**config.mk**
```make
export PLATFORM = sky130hd
export DESIGN_NAME = step_input_conditioner_flat
export DESIGN_NICKNAME = d
export VERILOG_FILES = /design/src/rtl/step_input_conditioner_if.sv /design/src/rtl/step_input_conditioner.sv /design/src/flat_wrapper.sv
export SDC_FILE = /design/constraint.sdc
export NUM_CORES = 1
export LEC_CHECK = 0
export BUFFER_PORTS_ARGS = -buffer_cell sky130_fd_sc_hd__buf_2
export CAP_MARGIN = 20
export CORE_AREA = 2 2 78 80
export DETAILED_ROUTE_END_ITERATION = 6
export DIE_AREA = 0 0 80 82
export SLEW_MARGIN = 20
export SYNTH_ARGS = -nofsm -noshare
export SYNTH_HDL_FRONTEND = slang
export SYNTH_SLANG_ARGS = --single-unit
export TNS_END_PERCENT = 1
```
**constraint.sdc**
```tcl
create_clock -name clk -period 1.75 [get_ports clk]
set_input_delay 0 -clock clk [delete_from_list [all_inputs] [get_ports clk]]
set_output_delay 0 -clock clk [all_outputs]
set_load 0.005 [all_outputs]
```
**src/rtl/step_input_conditioner_if.sv**
```systemverilog
// Board-side signal bundle between raw pushbutton/switch inputs and the conditioned
// step/bit outputs that feed seq_top, plus the debug LED outputs.
interface step_input_conditioner_if;
    logic       next_raw;
    logic       in_raw;
    logic       step;
    logic       in_sampled;
    logic       pressed;
    logic [1:0] cond_state;

    modport master (
        output next_raw,
        output in_raw,
        input  step,
        input  in_sampled,
        input  pressed,
        input  cond_state
    );

    modport slave (
        input  next_raw,
        input  in_raw,
        output step,
        output in_sampled,
        output pressed,
        output cond_state
    );
endinterface

```
**src/rtl/step_input_conditioner.sv**
```systemverilog
// Synchronises and debounces the "next" pushbutton into one step strobe per press,
// and captures the synchronised "in" switch on that same cycle.
module step_input_conditioner #(
    parameter int DEBOUNCE_CYCLES = 1000000,
    parameter int CNT_W           = 20
) (
    input  logic                      clk,
    input  logic                      reset,
    step_input_conditioner_if.slave   bus
);

    typedef enum logic [1:0] {
        ST_IDLE         = 2'd0,
        ST_PRESS_WAIT   = 2'd1,
        ST_HELD         = 2'd2,
        ST_RELEASE_WAIT = 2'd3
    } state_t;

    localparam logic [CNT_W-1:0] CNT_LAST = CNT_W'(DEBOUNCE_CYCLES - 1);
    localparam logic [CNT_W-1:0] CNT_ZERO = {CNT_W{1'b0}};
    localparam logic [CNT_W-1:0] CNT_ONE  = CNT_W'(1);

    logic             r_next_s1;
    logic             r_next_s2;
    logic             r_in_s1;
    logic             r_in_s2;
    state_t           r_state;
    logic [CNT_W-1:0] r_cnt;
    logic             r_step;
    logic             r_in_sampled;
    logic             r_pressed;

    state_t           w_state_nxt;
    logic [CNT_W-1:0] w_cnt_nxt;
    logic             w_step_nxt;
    logic             w_in_sampled_nxt;
    logic             w_pressed_nxt;

    // Synchroniser chains, FSM state, debounce counter and registered outputs.
    always_ff @(posedge clk) begin
        if (reset) begin
            r_next_s1    <= 1'b0;
            r_next_s2    <= 1'b0;
            r_in_s1      <= 1'b0;
            r_in_s2      <= 1'b0;
            r_state      <= ST_IDLE;
            r_cnt        <= CNT_ZERO;
            r_step       <= 1'b0;
            r_in_sampled <= 1'b0;
            r_pressed    <= 1'b0;
        end else begin
            r_next_s1    <= bus.next_raw;
            r_next_s2    <= r_next_s1;
            r_in_s1      <= bus.in_raw;
            r_in_s2      <= r_in_s1;
            r_state      <= w_state_nxt;
            r_cnt        <= w_cnt_nxt;
            r_step       <= w_step_nxt;
            r_in_sampled <= w_in_sampled_nxt;
            r_pressed    <= w_pressed_nxt;
        end
    end

    // Next-state and next-output logic; the counter only ever reaches CNT_LAST
    // while qualifying, where the FSM leaves the wait state, so it cannot wrap.
    always_comb begin
        w_state_nxt      = r_state;
        w_cnt_nxt        = r_cnt;
        w_step_nxt       = 1'b0;
        w_in_sampled_nxt = r_in_sampled;
        w_pressed_nxt    = 1'b0;

        case (r_state)
            ST_IDLE: begin
                if (r_next_s2) begin
                    w_state_nxt = ST_PRESS_WAIT;
                    w_cnt_nxt   = CNT_ZERO;
                end else begin
                    w_state_nxt = ST_IDLE;
                end
            end
            ST_PRESS_WAIT: begin
                if (!r_next_s2) begin
                    w_state_nxt = ST_IDLE;
                end else if (r_cnt == CNT_LAST) begin
                    w_state_nxt      = ST_HELD;
                    w_step_nxt       = 1'b1;
                    w_in_sampled_nxt = r_in_s2;
                end else begin
                    w_cnt_nxt = r_cnt + CNT_ONE;
                end
            end
            ST_HELD: begin
                if (!r_next_s2) begin
                    w_state_nxt = ST_RELEASE_WAIT;
                    w_cnt_nxt   = CNT_ZERO;
                end else begin
                    w_state_nxt = ST_HELD;
                end
            end
            ST_RELEASE_WAIT: begin
                if (r_next_s2) begin
                    w_state_nxt = ST_HELD;
                end else if (r_cnt == CNT_LAST) begin
                    w_state_nxt = ST_IDLE;
                end else begin
                    w_cnt_nxt = r_cnt + CNT_ONE;
                end
            end
            default: begin
                w_state_nxt = ST_IDLE;
                w_cnt_nxt   = CNT_ZERO;
            end
        endcase

        if ((w_state_nxt == ST_HELD) || (w_state_nxt == ST_RELEASE_WAIT)) begin
            w_pressed_nxt = 1'b1;
        end else begin
            w_pressed_nxt = 1'b0;
        end
    end

    assign bus.step       = r_step;
    assign bus.in_sampled = r_in_sampled;
    assign bus.pressed    = r_pressed;
    assign bus.cond_state = r_state;

endmodule
```
**src/flat_wrapper.sv**
```systemverilog
// flat-port wrapper written by rule: the top's interface ports become plain ports
module step_input_conditioner_flat 
#(
    parameter int DEBOUNCE_CYCLES = 1000000,
    parameter int CNT_W           = 20
)
  (clk, reset, bus_next_raw, bus_in_raw, bus_step, bus_in_sampled, bus_pressed, bus_cond_state);
  step_input_conditioner_if bus_i ();
  input  logic clk;
  input  logic reset;
  input wire logic [$bits(bus_i.next_raw)-1:0] bus_next_raw;
  input wire logic [$bits(bus_i.in_raw)-1:0] bus_in_raw;
  output wire logic [$bits(bus_i.step)-1:0] bus_step;
  output wire logic [$bits(bus_i.in_sampled)-1:0] bus_in_sampled;
  output wire logic [$bits(bus_i.pressed)-1:0] bus_pressed;
  output wire logic [$bits(bus_i.cond_state)-1:0] bus_cond_state;
  assign bus_i.next_raw = bus_next_raw;
  assign bus_i.in_raw = bus_in_raw;
  assign bus_step = bus_i.step;
  assign bus_in_sampled = bus_i.in_sampled;
  assign bus_pressed = bus_i.pressed;
  assign bus_cond_state = bus_i.cond_state;
  step_input_conditioner #(.DEBOUNCE_CYCLES(DEBOUNCE_CYCLES), .CNT_W(CNT_W)) u_core (.clk(clk), .reset(reset), .bus(bus_i));
endmodule
```
# Word-level counts from Yosys, hierarchy flattened
# Cells that the tools add are included.
# classes
n_bitwise,2
reduce_logical,5
n_addsub,1
muxes,15
n_eq_ne,10
# op_table
op,count
two-way mux 20 bit,5
one-hot mux 20 bit (4 select lines),1
"adder 20 x 1 -> 20 bit, second input constant",1
"equality test 20 bit, second input constant",1
"equality test 2 bit, second input constant",4
two-way mux 2 bit,4
one-hot mux 2 bit (4 select lines),1
two-way mux 1 bit,4
"inequality test 2 x 1 -> 1 bit, second input constant",2
"inequality test 2 bit, second input constant",2
AND reduction 4 bit,1
AND reduction 3 bit,1
OR reduction 3 bit,1
"equality test 2 x 1 -> 1 bit, second input constant",1
zero test 2 bit,1
inverter 1 bit,2
logical OR 1 bit,1
# word_totals
reg_bits,29
out_inout_bits,5
elab_cells,42

# Depth between registers and ports, before layout
# logic_depth
word_depth,7
depth_mapped,8
depth_no_buf,6

# Least setup slack after synthesis
# Ideal clock, no wire load.
# synth_timing
kind,register -> register
start,register u_core.r_cnt[0]
end,register u_core.r_cnt[16]
n_path_buf,1
required_time_ns,1.680
path_stages_with_launch,8
arrival_ns,1.698
path_slack_ns,-0.018
path_cell_list,dfxtp_1 ha_1 nand3_1 nand4bb_2 o21ai_1 buf_4 or4_1 a21oi_1
# synth_between
elab_chain_cells,4
elab_cells_between_ends,6
classes_between,add/sub: 1; eq/ne: 1; mux: 4
# synth_rtl
item,line,rtl
"start, declared",step_input_conditioner.sv:28,logic [CNT_W-1:0] r_cnt;
"start signal, assigned",step_input_conditioner.sv:57,r_cnt <= w_cnt_nxt;
adder 20 x 1 -> 20 bit or equality test 20 bit (tied branches),--,
two-way mux 20 bit *,"step_input_conditioner.sv:85, step_input_conditioner.sv:104",
"two-way mux 20 bit, on equally long branches","step_input_conditioner.sv:102, step_input_conditioner.sv:83",
one-hot mux 20 bit (4 select lines) *,step_input_conditioner.sv:73,case (r_state)
# Every way passes the cells marked *; elsewhere a longest branch is shown, timed or not. The select of a mux whose other input is x is not followed.
# A chain may end at the register's enable or synchronous reset.

# Worst setup path in the final report
# layout_timing
start,register u_core.r_cnt[0]
end,register u_core.r_cnt[8]
# Same word-level chain as after synthesis.

==> flow_summary.json <==
{
  "gp_congestion": 0.812,
  "ys_seq_area_share_pct": 41.4,
  "final_area_mm2": 0.00193,
  "status": "completed",
  "grt_overflow_total": 0,
  "setup_viol": 0,
  "use_met2_pct": 18.3,
  "endpoint_kind": "register",
  "globalRouteMet3Util_pct": 2.97,
  "grt_max_degree": 31,
  "ys_ff_latch": 29,
  "grt_pass1_vias": 1288,
  "htreeDepth": 2,
  "holdCritPathClass": "input port to register",
  "num_vias": 1349,
  "power_density_mw_per_mm2": 697,
  "synth_cells": 167,
  "clock_path_buffers": 2,
  "finalWorstSetupSlack_ns": 0.0659,
  "critPathCapture": "u_core.r_cnt[8]",
  "reg2reg_from": "u_core.r_cnt[0]",
  "path_cells": "ha_4, nand3_2, or3_1, or4_1, o21ai_0",
  "yosysUniqueCellTypes": 41,
  "core_region_area_mm2": 0.00575,
  "routedWlPerCell_um": 13.2,
  "syn-cell-area_mm2": 0.00140,
  "ant_nets": 0,
  "cts.sinks": 29,
  "final_common_cell": "buf_4",
  "antenna_found_initial": 0,
  "synth_edf_count": 0,
  "drc_errors": 0,
  "drv_cap": 0,
  "met1_usage_pct": 15.1,
  "drt_pass1_iterations": 4,
  "syn_to_final_growth_pct": 37.3,
  "relSlewSlack_pct": 63.9,
  "start_util_pct": 24.4,
  "regArea_um2": 587,
  "tns_ns": 0,
  "drtIter0Drc": 44,
  "slowest_stage": "or4_1",
  "slowest_delay_ns": 0.50,
  "max_freq_ghz": 0.594,
  "grt_usage_pct": 11.5,
  "fill_cells": 612,
  "dieArea_mm2": 0.00656,
  "cts_buffers": 5,
  "placed_cell_area_mm2": 0.00169,
  "busiest_layer": "met2",
  "async_flop_share_pct": 0,
  "worst_slew_pin_slew_ns": 0.542,
  "required_ns": 1.96,
  "insertedDiodeCount": 0,
  "p_leak_nw": 0.734,
  "die_h_um": 82,
  "worstSetupStartpoint": "u_core.r_cnt[0]",
  "power.total_w": 0.00134,
  "timing.final.crit_share_pct": 96.2,
  "pin_count": 9,
  "cp-start-kind": "register",
  "pre_cts_slack_ns": 0.00432,
  "cp_max_fo": 4,
  "drt-vias-per-instance": 4.84,
  "mostFrequentLayoutCells": "buf_4 (27), dfxtp_1 (26), a21oi_1 (18)",
  "synthFlopType": "dfxtp_1",
  "portBuffers": 8,
  "cts_tree": "built",
  "cts_root_buf": "clkbuf_8",
  "synth_nets": 172,
  "hpwlAfterDp_um": 2420,
  "worst-setup-path-type": "register to register",
  "rr_worst_depth": 5,
  "layout.nets": 208,
  "clk_latency_ns": 0.29,
  "rr_endpoint": "u_core.r_cnt[8]",
  "drive_gt1_share_pct": 31.4,
  "yosysWarnings": 0,
  "die_width_um": 80,
  "multi_input_area_um2": 852,
  "whs_ns": 0.189,
  "peakVddDrop_v": 0.000528,
  "slew_violations": 0,
  "drt_wl_total_um": 3680,
  "avgSynthCellArea_um2": 8.41,
  "grt_pass1_wl_um": 5860,
  "clock_skew_ns": 0.0113,
  "final.min_clock_period_ns": 1.68,
  "reg2reg_slack_ns": 0.07,
  "finalHoldViolations": 0,
  "path_clk_slew_ns": 0.07,
  "std_cell_rows": 28,
  "crit_arrival_ns": 1.90
}
==> flip-flops by register name, indices dropped and copies added (netlist names) <==
signal                 cells
u_core.bus.in_sampled      1
u_core.bus.pressed         1
u_core.r_next_s2           1
u_core.r_cnt              20
u_core.r_next_s1           1
u_core.r_in_s2             1
u_core.r_in_s1             1
u_core.bus.step            1
u_core.bus.cond_state      2
==> critical path: cells and delay by family, from the launching register on <==
| family | cells | cell delay, ns |
|---|---|---|
| AND/OR/NAND/NOR | 3 | 1.04 |
| flip-flops | 1 | 0.35 |
| adder cells (fa/ha/maj) | 1 | 0.14 |
| AO/OA/AOI/OAI | 1 | 0.08 |
==> how the worst min path moves through the flow <==
stage	startpoint	endpoint	depth (start not counted)
after CTS	reset	u_core.bus.cond_state[0]	2
after floorplan	bus_in_raw	u_core.r_in_s1	1
after global placement	bus_in_raw	u_core.r_in_s1	2
after global routing	reset	u_core.bus.in_sampled	2
final	reset	u_core.bus.cond_state[0]	2
after detailed placement	bus_in_raw	u_core.r_in_s1	2
==> synthesized netlist by cell type (all sizes together), types with 4 or more instances <==
library cell | count | area (um^2)
nand4 | 6 | 43.8
nand3 | 8 | 40.0
a21oi | 19 | 95.1
or4 | 5 | 37.5
nor2b | 5 | 31.3
buf | 4 | 31.3
clkbuf | 6 | 23.8
o21ai | 12 | 60.1
xor2 | 4 | 35.0
nor2 | 16 | 60.1
a31oi | 5 | 31.3
nand2 | 10 | 37.5
dfxtp | 29 | 581
==> power breakdown <==
| group | internal [W] | switching, W | total, W |
|---|---|---|---|
| logic | 0.0000264 | 0.0000356 | 0.0000620 |
| registers | 0.000664 | 0.00000278 | 0.000666 |
| clock network | 0.000355 | 0.000260 | 0.000615 |
==> through the flow <==
step	cells	util (%)
final	279	33.5
after global routing	279	33.5
after CTS	277	31.8
after detailed placement	266	29.5
after global placement	266	29.5
after floorplan	167	-
==> cells by family (layout without fill, tap and decap cells) <==
kind of cell    count (synthesis)  count (layout)  synth area share, %
xor+xnor                        5               5                 3.12
flops                          29              29                 41.4
fa+ha+maj                       1               1                0.891
simple gates                   74              74                 31.1
buf+inv                        12              49                 4.46
mux                             1               1                0.713
compound gates                 45              45                 18.4
==> area by class of cell <==
type	count	area share [%]
Multi-Input combinational cell	126	44.2
Sequential cell	29	30.5
Timing Repair Buffer	39	14.8
Clock buffer	7	5.00
Tap cell	75	4.87
Inverter	2	0.390
Clock inverter	1	0.260
==> routing by layer <==
metal  wire length, um  share of wire (%)  vias up
met5                 0                  0        -
met4                42                1.1        0
met3                99                2.7        5
met2              1680                 46       15
met1              1850                 50      642
li1                  -                  -      687
==> timing repair <==
item / 4_1_cts / 5_1_grt
pin swaps: 0 / 6
buffers inserted: 1 / 2
hold buffers: 2 / 0
resized for setup: 1 / 23
hold endpoints to repair: 2 / 0
setup endpoints to repair: 3 / 14
cloned: 0 / 1
Power figures use the tool's default switching activity.
